`src/rtl/alu_seq_pkg.sv`:
```
// Shared constants for the bit-serial ALU: opcodes, compare sub-functions,
// slice operation selects and the controller state encoding.
package alu_seq_pkg;

    localparam logic [3:0] OP_AND  = 4'b0000;
    localparam logic [3:0] OP_OR   = 4'b0001;
    localparam logic [3:0] OP_ADD  = 4'b0010;
    localparam logic [3:0] OP_SUB  = 4'b0110;
    localparam logic [3:0] OP_CMP  = 4'b0111;
    localparam logic [3:0] OP_NOR  = 4'b1100;
    localparam logic [3:0] OP_NAND = 4'b1101;

    localparam logic [2:0] FN_SLT  = 3'b000;
    localparam logic [2:0] FN_SLE  = 3'b001;
    localparam logic [2:0] FN_EQ   = 3'b010;
    localparam logic [2:0] FN_NE   = 3'b011;
    localparam logic [2:0] FN_SLTU = 3'b110;
    localparam logic [2:0] FN_SLEU = 3'b111;

    localparam logic [1:0] SL_AND = 2'b00;
    localparam logic [1:0] SL_OR  = 2'b01;
    localparam logic [1:0] SL_ADD = 2'b10;

    typedef enum logic [1:0] {
        S_IDLE,
        S_SHIFT,
        S_FINISH,
        S_DONE
    } state_t;

    function automatic logic func_legal(input logic [2:0] f);
        case (f)
            FN_SLT, FN_SLE, FN_EQ, FN_NE, FN_SLTU, FN_SLEU: func_legal = 1'b1;
            default:                                        func_legal = 1'b0;
        endcase
    endfunction

endpackage

```
`src/rtl/alu_seq_slice.sv`:
```
// Combinational 1-bit ALU slice: optional input inversion, then AND / OR / full-add.
module alu_seq_slice
    import alu_seq_pkg::*;
(
    input  logic       a,
    input  logic       b,
    input  logic       a_inv,
    input  logic       b_inv,
    input  logic       cin,
    input  logic [1:0] op,
    output logic       res,
    output logic       cout
);

    logic w_a;
    logic w_b;

    assign w_a  = a ^ a_inv;
    assign w_b  = b ^ b_inv;
    assign cout = (w_a & w_b) | (cin & (w_a ^ w_b));

    always_comb begin
        res = 1'b0;
        case (op)
            SL_AND:  res = w_a & w_b;
            SL_OR:   res = w_a | w_b;
            SL_ADD:  res = w_a ^ w_b ^ cin;
            default: res = 1'b0;
        endcase
    end

endmodule

```
`src/rtl/alu_seq_ctrl.sv`:
```
// Bit-serial ALU controller: one shared slice processes operands LSB first.
// Define ALU_SEQ_OVF_EN to enable signed-overflow detection.
module alu_seq_ctrl
    import alu_seq_pkg::*;
#(
    parameter int WIDTH = 32
)
(
    input  logic             clk_i,
    input  logic             rst_i,
    input  logic             in_valid_i,
    output logic             in_ready_o,
    input  logic [WIDTH-1:0] src1_i,
    input  logic [WIDTH-1:0] src2_i,
    input  logic [3:0]       operation_i,
    input  logic [2:0]       func_i,
    output logic             out_valid_o,
    input  logic             out_ready_i,
    output logic [WIDTH-1:0] result_o,
    output logic             zero_o,
    output logic             cout_o,
    output logic             overflow_o,
    output logic             illegal_o
);

    localparam int IW = $clog2(WIDTH);
    localparam logic [IW-1:0] LAST_IDX = IW'(WIDTH - 1);

    state_t           r_state;
    logic [WIDTH-1:0] r_a;
    logic [WIDTH-1:0] r_b;
    logic [WIDTH-1:0] r_res;
    logic [IW-1:0]    r_idx;
    logic             r_carry;
    logic             r_a_inv;
    logic             r_b_inv;
    logic [1:0]       r_slop;
    logic             r_arith;
    logic             r_cmp;
    logic             r_illegal;
    logic [2:0]       r_func;
    logic             r_out_valid;
    logic [WIDTH-1:0] r_result;
    logic             r_zero;
    logic             r_cout;
    logic             r_ovf;
    logic             r_illegal_o;
`ifdef ALU_SEQ_OVF_EN
    logic             r_cmsb;
`endif

    logic [1:0]       w_dec_slop;
    logic             w_dec_a_inv;
    logic             w_dec_b_inv;
    logic             w_dec_cin;
    logic             w_dec_arith;
    logic             w_dec_cmp;
    logic             w_dec_illegal;
    logic             w_slice_res;
    logic             w_slice_cout;
    logic             w_ovf;
    logic             w_eq;
    logic             w_slt;
    logic             w_sltu;
    logic             w_cmp_bit;
    logic [WIDTH-1:0] w_final;

    always_comb begin
        w_dec_slop    = SL_AND;
        w_dec_a_inv   = 1'b0;
        w_dec_b_inv   = 1'b0;
        w_dec_cin     = 1'b0;
        w_dec_arith   = 1'b0;
        w_dec_cmp     = 1'b0;
        w_dec_illegal = 1'b0;
        case (operation_i)
            OP_AND: w_dec_slop = SL_AND;
            OP_OR:  w_dec_slop = SL_OR;
            OP_ADD: begin
                w_dec_slop  = SL_ADD;
                w_dec_arith = 1'b1;
            end
            OP_SUB: begin
                w_dec_slop  = SL_ADD;
                w_dec_b_inv = 1'b1;
                w_dec_cin   = 1'b1;
                w_dec_arith = 1'b1;
            end
            OP_CMP: begin
                w_dec_slop    = SL_ADD;
                w_dec_b_inv   = 1'b1;
                w_dec_cin     = 1'b1;
                w_dec_arith   = 1'b1;
                w_dec_cmp     = 1'b1;
                w_dec_illegal = !func_legal(func_i);
            end
            // De Morgan: NOR / NAND reuse the AND / OR slice with both inputs inverted
            OP_NOR: begin
                w_dec_slop  = SL_AND;
                w_dec_a_inv = 1'b1;
                w_dec_b_inv = 1'b1;
            end
            OP_NAND: begin
                w_dec_slop  = SL_OR;
                w_dec_a_inv = 1'b1;
                w_dec_b_inv = 1'b1;
            end
            default: w_dec_illegal = 1'b1;
        endcase
    end

    alu_seq_slice u_slice (
        .a     (r_a[0]),
        .b     (r_b[0]),
        .a_inv (r_a_inv),
        .b_inv (r_b_inv),
        .cin   (r_carry),
        .op    (r_slop),
        .res   (w_slice_res),
        .cout  (w_slice_cout)
    );

`ifdef ALU_SEQ_OVF_EN
    assign w_ovf = r_cmsb ^ r_carry;
`else
    assign w_ovf = 1'b0;
`endif

    // In FINISH r_res holds the full difference and r_carry the MSB carry-out
    assign w_eq   = (r_res == '0);
    assign w_slt  = r_res[WIDTH-1] ^ w_ovf;
    assign w_sltu = !r_carry;

    always_comb begin
        w_cmp_bit = 1'b0;
        case (r_func)
            FN_SLT:  w_cmp_bit = w_slt;
            FN_SLTU: w_cmp_bit = w_sltu;
            FN_SLE:  w_cmp_bit = w_slt | w_eq;
            FN_SLEU: w_cmp_bit = w_sltu | w_eq;
            FN_EQ:   w_cmp_bit = w_eq;
            FN_NE:   w_cmp_bit = !w_eq;
            default: w_cmp_bit = 1'b0;
        endcase
    end

    assign w_final = r_illegal ? '0 :
                     r_cmp     ? {{(WIDTH-1){1'b0}}, w_cmp_bit} : r_res;

    always_ff @(posedge clk_i) begin
        if (rst_i) begin
            r_state     <= S_IDLE;
            r_idx       <= '0;
            r_carry     <= 1'b0;
            r_out_valid <= 1'b0;
            r_result    <= '0;
            r_zero      <= 1'b0;
            r_cout      <= 1'b0;
            r_ovf       <= 1'b0;
            r_illegal_o <= 1'b0;
`ifdef ALU_SEQ_OVF_EN
            r_cmsb      <= 1'b0;
`endif
        end else begin
            case (r_state)
                S_IDLE: begin
                    if (in_valid_i) begin
                        r_a       <= src1_i;
                        r_b       <= src2_i;
                        r_func    <= func_i;
                        r_slop    <= w_dec_slop;
                        r_a_inv   <= w_dec_a_inv;
                        r_b_inv   <= w_dec_b_inv;
                        r_arith   <= w_dec_arith;
                        r_cmp     <= w_dec_cmp;
                        r_illegal <= w_dec_illegal;
                        r_carry   <= w_dec_cin;
                        r_idx     <= '0;
                        r_state   <= S_SHIFT;
                    end
                end
                S_SHIFT: begin
                    r_res   <= {w_slice_res, r_res[WIDTH-1:1]};
                    r_a     <= r_a >> 1;
                    r_b     <= r_b >> 1;
                    r_carry <= w_slice_cout;
                    if (r_idx == LAST_IDX) begin
`ifdef ALU_SEQ_OVF_EN
                        r_cmsb  <= r_carry;
`endif
                        r_idx   <= '0;
                        r_state <= S_FINISH;
                    end else begin
                        r_idx <= r_idx + 1'b1;
                    end
                end
                S_FINISH: begin
                    r_result    <= w_final;
                    r_zero      <= (w_final == '0);
                    r_cout      <= r_arith & !r_illegal & r_carry;
                    r_ovf       <= r_arith & !r_illegal & w_ovf;
                    r_illegal_o <= r_illegal;
                    r_state     <= S_DONE;
                end
                // Outputs settle on DONE entry; valid follows one cycle later
                S_DONE: begin
                    if (!r_out_valid) begin
                        r_out_valid <= 1'b1;
                    end else if (out_ready_i) begin
                        r_out_valid <= 1'b0;
                        r_state     <= S_IDLE;
                    end
                end
                default: r_state <= S_IDLE;
            endcase
        end
    end

    assign in_ready_o  = (r_state == S_IDLE);
    assign out_valid_o = r_out_valid;
    assign result_o    = r_result;
    assign zero_o      = r_zero;
    assign cout_o      = r_cout;
    assign overflow_o  = r_ovf;
    assign illegal_o   = r_illegal_o;

endmodule
```
`config.mk`:
```
export PLATFORM = sky130hd
export DESIGN_NAME = alu_seq_ctrl
export DESIGN_NICKNAME = d
export VERILOG_FILES = /design/src/rtl/alu_seq_pkg.sv /design/src/rtl/alu_seq_slice.sv /design/src/rtl/alu_seq_ctrl.sv
export SDC_FILE = /design/constraint.sdc
export NUM_CORES = 1
export LEC_CHECK = 0
export CAP_MARGIN = 20
export CORE_MARGIN = 1.5
export CORE_UTILIZATION = 45
export CTS_BUF_LIST = sky130_fd_sc_hd__clkbuf_4
export CTS_CLUSTER_SIZE = 20
export DETAILED_ROUTE_END_ITERATION = 8
export PLACE_DENSITY = 0.76
export SYNTH_ARGS = -nofsm -noshare
export SYNTH_HDL_FRONTEND = slang
export SYNTH_HIERARCHICAL = 1
export SYNTH_SLANG_ARGS = --single-unit
```
`constraint.sdc`:
```
create_clock -name clk_i -period 11.33 [get_ports clk_i]
set_clock_uncertainty 0.2 [all_clocks]
set_input_delay 2.8325 -clock clk_i [delete_from_list [all_inputs] [get_ports clk_i]]
set_output_delay 2.8325 -clock clk_i [all_outputs]
set_load 0.05 [all_outputs]
```
==> impl_metrics.env, run 1 <==
export IMPL_fin_crit_ns=5.104
export IMPL_cp_startpoint="r_state[0]"
export IMPL_slew_limit_headroom_pct=34.25
export IMPL_design_area_um2=7557
export IMPL_antenna_found_initial=0
export IMPL_clockBufferDepth=2
export IMPL_drt_iter0_markers=253
export IMPL_max_freq_mhz=195.9
export IMPL_r2r_start="r_state[0]"
export IMPL_layout_drive_gt1_share_pct=19.85
export IMPL_numCtsBuffers=17
export IMPL_dpl_cell_area_um2=7259
export IMPL_grt_max_degree=71
export IMPL_cts_sinks=150
export IMPL_fin_total_pwr_w=0.001559
export IMPL_cts_hold_buf=0
export IMPL_netlist_instances=416
export IMPL_clk_latency_ns=0.53
export IMPL_netlist_area_um2=5962
export IMPL_fp_row_count=41
export IMPL_place_hpwl_um=7367
export IMPL_setup_ws_ns=6.226
export IMPL_drt_first_pass_iters=4
export IMPL_syn_area_per_cell_um2=14.33
export IMPL_synth_top_area_share_pct=53.39
export IMPL_path_clk_slew_ns=0.12
export IMPL_cap_violations=0
export IMPL_status="complete, no violations"
export IMPL_finalCritPeriodShare_pct=45.05
export IMPL_dieArea_um2=13950
export IMPL_synthXorXnorAreaFrac_pct=0.5876
export IMPL_cp_max_fo=5
export IMPL_final_common_cell="clkdlybuf4s50_1"
export IMPL_cts_root_buf="clkbuf_4"
export IMPL_arrival_ns=2.07
export IMPL_syn_to_final_growth_pct=26.76
export IMPL_hp_class="reg -> reg"
export IMPL_cts_resized=0
export IMPL_synth_compound_area_share_pct=6.842
export IMPL_start_util_pct=46.67
export IMPL_die_x_um=118.1
export IMPL_yosys_warnings=6
export IMPL_synth_top_family_by_area="multiplexers"
export IMPL_diodes=0
export IMPL_power_density_nw_per_um2=206.3
export IMPL_tightest_slew_ns=0.9801
export IMPL_slew_viol_final=0
export IMPL_finalSetupViolCount=0
export IMPL_grt_pass1_wl_um=18080
export IMPL_synth_seq_cells=150
export IMPL_hold_viol=0
export IMPL_core_area_um2=12770
export IMPL_worstSetupEndpointType="output pin"
export IMPL_yosysTopAreaCell="edfxtp_1"
export IMPL_ir_drop_mv=0.1390
export IMPL_drc=0
export IMPL_crit_type="reg -> out"
export IMPL_io_pins=113
export IMPL_ys_types=42
export IMPL_start_kind="register"
export IMPL_drt_total_wl_um=10860
export IMPL_place_ws_ns=6.186
export IMPL_grt_pass1_vias=3673
export IMPL_avgViaCountPerCell=5.166
export IMPL_p_leak_nw=2.603
export IMPL_synth_net_count=500
export IMPL_die_h_um=118.1
export IMPL_synth_simple_area_share_pct=7.702
export IMPL_vias=3699
export IMPL_htreeDepth=4
export IMPL_ys_flop_type="edfxtp_1"
export IMPL_seq_area_frac_synth_pct=68.16
export IMPL_holdWs_ns=0.2868
export IMPL_synth_edf_count=106
export IMPL_tns_ns=0
export IMPL_synthMuxAreaShare_pct=12.40
export IMPL_rsz0062_at_grt="no"
export IMPL_crit_required_ns=8.30
export IMPL_layout_common_cells="111 x clkdlybuf4s50_1, 106 x edfxtp_1, 63 x mux2_2"
export IMPL_ant_nets=0
export IMPL_cts_setup_buffers=0
export IMPL_async_flop_share_pct=0
export IMPL_ys_top_cells_by_area="edfxtp_1 53%, dfxtp_1 15%, mux2_2 12%"
export IMPL_nets=615
export IMPL_hp_start="r_res[8]"
export IMPL_grt_overflow_total=0
export IMPL_grt_usage_pct=16.53
export IMPL_cts_tree="yes"
export IMPL_gp_congestion=0.8255
export IMPL_synthAdderAreaFrac_pct=2.015
export IMPL_wl_per_cell_um=15.16
export IMPL_port_buffers=111
flip-flops by register name, indices dropped and copies added (netlist names), 2 cells and up:
| signal | flops |
|---|---|
| r_a | 32 |
| r_b | 32 |
| r_func | 3 |
| r_state | 2 |
| r_idx | 5 |
| r_res | 32 |
| result_o | 32 |
| r_slop | 2 |
through the flow:
stage / cells / util [%]
final: 716 / 59.16
after global routing: 716 / 59.16
after CTS: 716 / 59.16
after detailed placement: 684 / 56.83
after global placement: 684 / 56.83
after floorplan: 416 / -
where the power goes:
part           total [W]  internal, W  switching, W  leakage [nW]
clock network   0.000344     0.000158      0.000187         0.167
logic           0.000412     0.000180      0.000233          1.09
registers       0.000802     0.000752     0.0000507          1.34
critical path, cell delays in order, from the launching register on:
cell and delay, ns:
dfxtp_1 0.36, inv_1 0.09, ha_1 0.23, clkdlybuf4s50_1 0.86
kinds of logic after synthesis:
kind of cell	Yosys count
compound gates	57
xor+xnor	4
fa+ha+maj	9
buf+inv	33
flops	150
mux	66
other cells	1
simple gates	96
cell type report:
| type | instances | area, µm² |
|---|---|---|
| Sequential cell | 150 | 4064 |
| Fill cell | 989 | 5216 |
| Tap cell | 172 | 215.2 |
| Clock buffer | 19 | 142.6 |
| Inverter | 13 | 48.80 |
| Clock inverter | 13 | 155.1 |
| Multi-Input combinational cell | 233 | 1783 |
| Timing Repair Buffer | 116 | 1149 |
per-layer routing:
layer | routed length (µm) | track usage (%)
met2 | 5114 | 25.58
met4 | 171 | 5.335
met3 | 954 | 7.897
met1 | 4616 | 20.40
met5 | 0 | 0
worst paths after layout:
path	end	slack [ns]	cells past startpoint
max	in_ready_o	6.23	3
min	r_res[7]	0.29	0
max reg2reg	result_o[3]	8.51	7
min reg2reg	r_res[7]	0.29	0
synth_stat cells, drive strengths merged (4+ instances only):
cell and instances:
edfxtp 106, mux2 63, nor2 51, dfxtp 44
a22oi 31, clkbuf 15, inv 12, nand2 10
ha 8, o21ai 8, a21oi 7, nor3 7
nor4 7, nor2b 6, buf 5, nand3 4
Note: power is estimated with default switching activity, not from simulation.
==> run 2: changes to the inputs <==
--- a/config.mk
+++ b/config.mk
@@ -11,7 +11,7 @@
 export CTS_BUF_LIST = sky130_fd_sc_hd__clkbuf_4
 export CTS_CLUSTER_SIZE = 20
 export DETAILED_ROUTE_END_ITERATION = 8
-export PLACE_DENSITY = 0.76
+export PLACE_DENSITY = 0.78
 export SYNTH_ARGS = -nofsm -noshare
 export SYNTH_HDL_FRONTEND = slang
 export SYNTH_HIERARCHICAL = 1
==> constraint.sdc (replaced) <==
create_clock -name clk_i -period 4.4 [get_ports clk_i]
set_clock_uncertainty 0.2 [all_clocks]
set_input_delay 1.1 -clock clk_i [delete_from_list [all_inputs] [get_ports clk_i]]
set_output_delay 1.1 -clock clk_i [all_outputs]
set_load 0.05 [all_outputs]
==> impl_metrics.env, run 2 (synthesized netlist as in run 1, its figures left out) <==
export IMPL_wl_per_cell_um=15.34
export IMPL_diodes=0
export IMPL_cp_cell_sequence="inv_1, ha_1, clkdlybuf4s50_1"
export IMPL_clockBufferDepth=2
export IMPL_fp_row_count=41
export IMPL_crit_type="reg -> out"
export IMPL_die_x_um=118.1
export IMPL_fillers=1031
export IMPL_grt_overflow_total=0
export IMPL_max_freq_mhz=293.3
export IMPL_arrival_ns=2.11
export IMPL_holdWs_ns=0.3018
export IMPL_gp_congestion=0.8140
export IMPL_crit_slowest_cell="clkdlybuf4s50_1"
export IMPL_power_density_nw_per_um2=533.7
export IMPL_nets=617
export IMPL_crit_required_ns=3.10
export IMPL_final_common_cell="clkdlybuf4s50_1"
export IMPL_path_clk_slew_ns=0.12
export IMPL_clk_latency_ns=0.55
export IMPL_drt_total_wl_um=11010
export IMPL_place_hpwl_um=7505
export IMPL_die_h_um=118.1
export IMPL_start_kind="register"
export IMPL_cts_sinks=150
export IMPL_layout_drive_gt1_share_pct=20.15
export IMPL_critPathBufInv=2
export IMPL_cts_setup_buffers=0
export IMPL_dieArea_um2=13950
export IMPL_drt_first_pass_iters=5
export IMPL_io_pins=113
export IMPL_port_buffers=111
export IMPL_ant_nets=0
export IMPL_cts_hold_buf=0
export IMPL_finalSetupViolCount=0
export IMPL_grt_pass1_wl_um=18110
export IMPL_cts_root_buf="clkbuf_4"
export IMPL_worstSetupEndpointType="output pin"
export IMPL_multiInputGateArea_um2=1783
export IMPL_tightest_slew_ns=0.8230
export IMPL_avgViaCountPerCell=5.178
export IMPL_start_util_pct=46.67
export IMPL_cp_max_fo=5
export IMPL_cap_violations=0
export IMPL_grt_max_degree=71
export IMPL_layout_common_cells="111 x clkdlybuf4s50_1, 106 x edfxtp_1, 63 x mux2_2"
export IMPL_critPathMaxStageDelay_ns=0.86
export IMPL_cts_tree="yes"
export IMPL_tns_ns=0
export IMPL_finalCritPeriodShare_pct=77.49
export IMPL_numCtsBuffers=17
export IMPL_fin_crit_ns=3.409
export IMPL_drt_iter0_markers=199
export IMPL_status="complete, no violations"
export IMPL_core_area_um2=12770
export IMPL_ir_drop_mv=0.2975
export IMPL_cts_resized=0
export IMPL_cpLargestDelayFamily="buffers and inverters"
export IMPL_syn_to_final_growth_pct=27.11
export IMPL_slew_limit_headroom_pct=45.13
export IMPL_antenna_found_initial=0
export IMPL_htreeDepth=4
export IMPL_drc=0
export IMPL_grt_usage_pct=16.68
export IMPL_hp_class="reg -> reg"
export IMPL_slew_viol_final=0
export IMPL_grt_pass1_vias=3683
export IMPL_register_area_um2=4064
export IMPL_hold_viol=0
export IMPL_rsz0062_at_grt="no"
export IMPL_vias=3718
export IMPL_p_leak_nw=2.613
-- run 2: layout make-up --
type | count | area share, %
Sequential cell | 150 | 53.62
Clock buffer | 17 | 1.684
Multi-Input combinational cell | 233 | 23.53
Tap cell | 172 | 2.840
Timing Repair Buffer | 118 | 15.35
Clock inverter | 15 | 2.328
Inverter | 13 | 0.6439
-- run 2: metrics by stage --
step	utilization, %	instances	worst slack (ns)	total power (W)	area (µm²)
final	59.33	718	0.9906	0.004045	7579
after detailed placement	56.95	686	0.9676	0.003184	7274
after CTS	59.33	718	0.9359	0.004090	7579
after global placement	56.95	686	1.047	0.003139	7274
after global routing	59.33	718	0.8700	0.004273	7579
after floorplan	-	416	0.5819	0.002859	5964
-- run 2: metal layers --
layer  wire [µm]  GRT usage, %  share of wire (%)  vias to the layer above
li1            -             -                  -                     1781
met1        4652         20.85                 42                     1785
met2        5114         25.29                 46                      136
met3        1056         7.219                9.6                       16
met4         187         7.088                1.7                        0
met5           0             0                  0                        -
-- run 2: worst reg2reg max path, delay by kind of cell (launching register included) --
kind | cells | cell delay (ns)
AO/OA/AOI/OAI | 1 | 0.27
AND/OR/NAND/NOR | 2 | 0.31
adder cells (fa/ha/maj) | 1 | 0.26
buffers and inverters | 2 | 0.73
flip-flops | 1 | 0.41
-- run 2: power by group --
part           switching (W)  leakage [nW]  total (W)  internal, W
Combinational       0.000608          1.10    0.00108     0.000468
Sequential          0.000131          1.34    0.00207      0.00194
Clock               0.000505         0.169   0.000904     0.000399
Total                0.00124          2.61    0.00404      0.00280
-- run 2: worst paths after layout --
check	end	slack [ns]	from	cells past startpoint
setup / recovery	in_ready_o	0.99	r_state[0]	3
hold / removal	r_res[3]	0.30	r_res[4]	0
setup reg to reg	r_a[19]	1.83	r_state[0]	6
hold reg to reg	r_res[3]	0.30	r_res[4]	0
==> run 3: changes to the inputs <==
--- a/config.mk
+++ b/config.mk
@@ -11,7 +11,7 @@
 export CTS_BUF_LIST = sky130_fd_sc_hd__clkbuf_4
 export CTS_CLUSTER_SIZE = 20
 export DETAILED_ROUTE_END_ITERATION = 8
-export PLACE_DENSITY = 0.78
+export PLACE_DENSITY = 0.76
 export SYNTH_ARGS = -nofsm -noshare
 export SYNTH_HDL_FRONTEND = slang
 export SYNTH_HIERARCHICAL = 1
==> constraint.sdc (replaced) <==
create_clock -name clk_i -period 3.25 [get_ports clk_i]
set_clock_uncertainty 0.2 [all_clocks]
set_input_delay 0.8125 -clock clk_i [delete_from_list [all_inputs] [get_ports clk_i]]
set_output_delay 0.8125 -clock clk_i [all_outputs]
set_load 0.05 [all_outputs]
==> impl_metrics.env, run 3 (synthesized netlist as in run 1, its figures left out) <==
export IMPL_vias=3728
export IMPL_layout_common_cells="110 x clkdlybuf4s50_1, 106 x edfxtp_1, 63 x mux2_2"
export IMPL_grt_pass1_vias=3748
export IMPL_avgViaCountPerCell=5.178
export IMPL_cap_violations=0
export IMPL_numCtsBuffers=17
export IMPL_grt_pass1_wl_um=18830
export IMPL_syn_to_final_growth_pct=27.43
export IMPL_die_x_um=118.1
export IMPL_cp_max_fo=2
export IMPL_fin_total_pwr_w=0.005449
export IMPL_power_density_nw_per_um2=717.3
export IMPL_core_area_um2=12770
export IMPL_cp_cell_sequence="clkdlybuf4s50_1"
export IMPL_cts_tree="yes"
export IMPL_tns_ns=0
export IMPL_drt_total_wl_um=11380
export IMPL_cts_sinks=150
export IMPL_status="complete, no violations"
export IMPL_gp_congestion=0.7977
export IMPL_crit_required_ns=2.24
export IMPL_ant_nets=0
export IMPL_grt_max_degree=65
export IMPL_p_comb_share_pct=27.4
export IMPL_die_h_um=118.1
export IMPL_slew_viol_final=0
export IMPL_p_clk_share_pct=21.3
export IMPL_dpl_cell_area_um2=7315
export IMPL_arrival_ns=1.79
export IMPL_setup_ws_ns=0.4513
export IMPL_worstSetupEndpointType="output pin"
export IMPL_place_ws_ns=0.4311
export IMPL_hold_viol=0
export IMPL_p_sw_share_pct=31.38
export IMPL_critPathMaxStageDelay_ns=0.82
export IMPL_grt_overflow_total=0
export IMPL_p_int_w=0.003739
export IMPL_path_clk_slew_ns=0.13
export IMPL_nets=619
export IMPL_crit_slowest_cell="clkdlybuf4s50_1"
export IMPL_dieArea_um2=13950
export IMPL_cpLargestDelayFamily="buffers and inverters"
export IMPL_clk_latency_ns=0.54
export IMPL_start_util_pct=46.67
export IMPL_drt_iter0_markers=229
export IMPL_io_pins=113
export IMPL_clockBufferDepth=2
export IMPL_htreeDepth=4
export IMPL_cts_hold_buf=0
export IMPL_hp_class="reg -> reg"
export IMPL_antenna_found_initial=0
export IMPL_fp_row_count=41
export IMPL_design_area_um2=7597
export IMPL_crit_type="reg -> out"
export IMPL_rsz0062_at_grt="no"
export IMPL_r2r_setup_slack_ns=0.85
export IMPL_drc=0
export IMPL_p_leak_nw=2.620
export IMPL_diodes=0
export IMPL_critPathBufInv=1
export IMPL_final_common_cell="clkdlybuf4s50_1"
export IMPL_seq_power_share_pct=51.3
export IMPL_finalCritPeriodShare_pct=86.11
export IMPL_grt_usage_pct=17.24
export IMPL_start_kind="register"
export IMPL_port_buffers=111
export IMPL_slew_limit_headroom_pct=50.49
export IMPL_tightest_slew_ns=0.7378
export IMPL_cts_root_buf="clkbuf_4"
export IMPL_drt_first_pass_iters=4
export IMPL_wl_per_cell_um=15.80
export IMPL_place_hpwl_um=7785
export IMPL_finalSetupViolCount=0
export IMPL_ir_drop_mv=0.3998
export IMPL_max_freq_mhz=357.3
export IMPL_layout_drive_gt1_share_pct=19.89
export IMPL_switchingPower_w=0.001710
export IMPL_fin_crit_ns=2.799
run 3: metal layers:
layer  share of wire [%]  vias up  global-route usage, %  wire, µm
met5                   0        -                      0         0
met4                 1.5        0                  6.174       166
met3                 9.1       14                  6.589      1031
met2                  46      141                  27.07      5259
met1                  43     1780                  21.77      4919
li1                    -     1793                      -         -
run 3: what timing repair did:
| item | 4_1_cts | 5_1_grt |
|---|---|---|
| gates resized for setup | 0 | 1 |
| setup buffers | 0 | 0 |
| endpoints found under the setup margin | 0 | 1 |
run 3: final cells by class:
type                    count  area (µm²)
fillers                   989        5176
flip-flops and latches    150        4064
multi-input cells         233        1783
repair buffers            120        1206
well taps                 172       215.2
clock inverters            15       152.6
clock buffers              17       127.6
inverters                  13       48.80
run 3: path summary, 6_finish.rpt:
check,from,to,depth (start not counted)
worst max-delay path,zero_o,zero_o,1
worst min-delay path,r_res[16],r_res[15],0
worst max register to register,r_state[1],r_a[20],5
worst min register to register,r_res[16],r_res[15],0
run 3: stage by stage:
stage / cells / util [%] / hold slack, ns
after floorplan: 416 / - / 0.2511
after CTS: 720 / 59.46 / 0.3036
after global placement: 688 / 57.26 / 0.2666
after global routing: 720 / 59.48 / 0.3250
after detailed placement: 688 / 57.26 / 0.2711
final: 720 / 59.48 / 0.3056
run 3: power by group through the flow:
stage	Sequential, W	Combinational, W	Clock, W
floorplan	0.00290	0.000972	0
global placement	0.00282	0.00146	0
detailed placement	0.00284	0.00151	0
CTS	0.00280	0.00152	0.00119
global route	0.00284	0.00163	0.00127
finish	0.00280	0.00149	0.00116
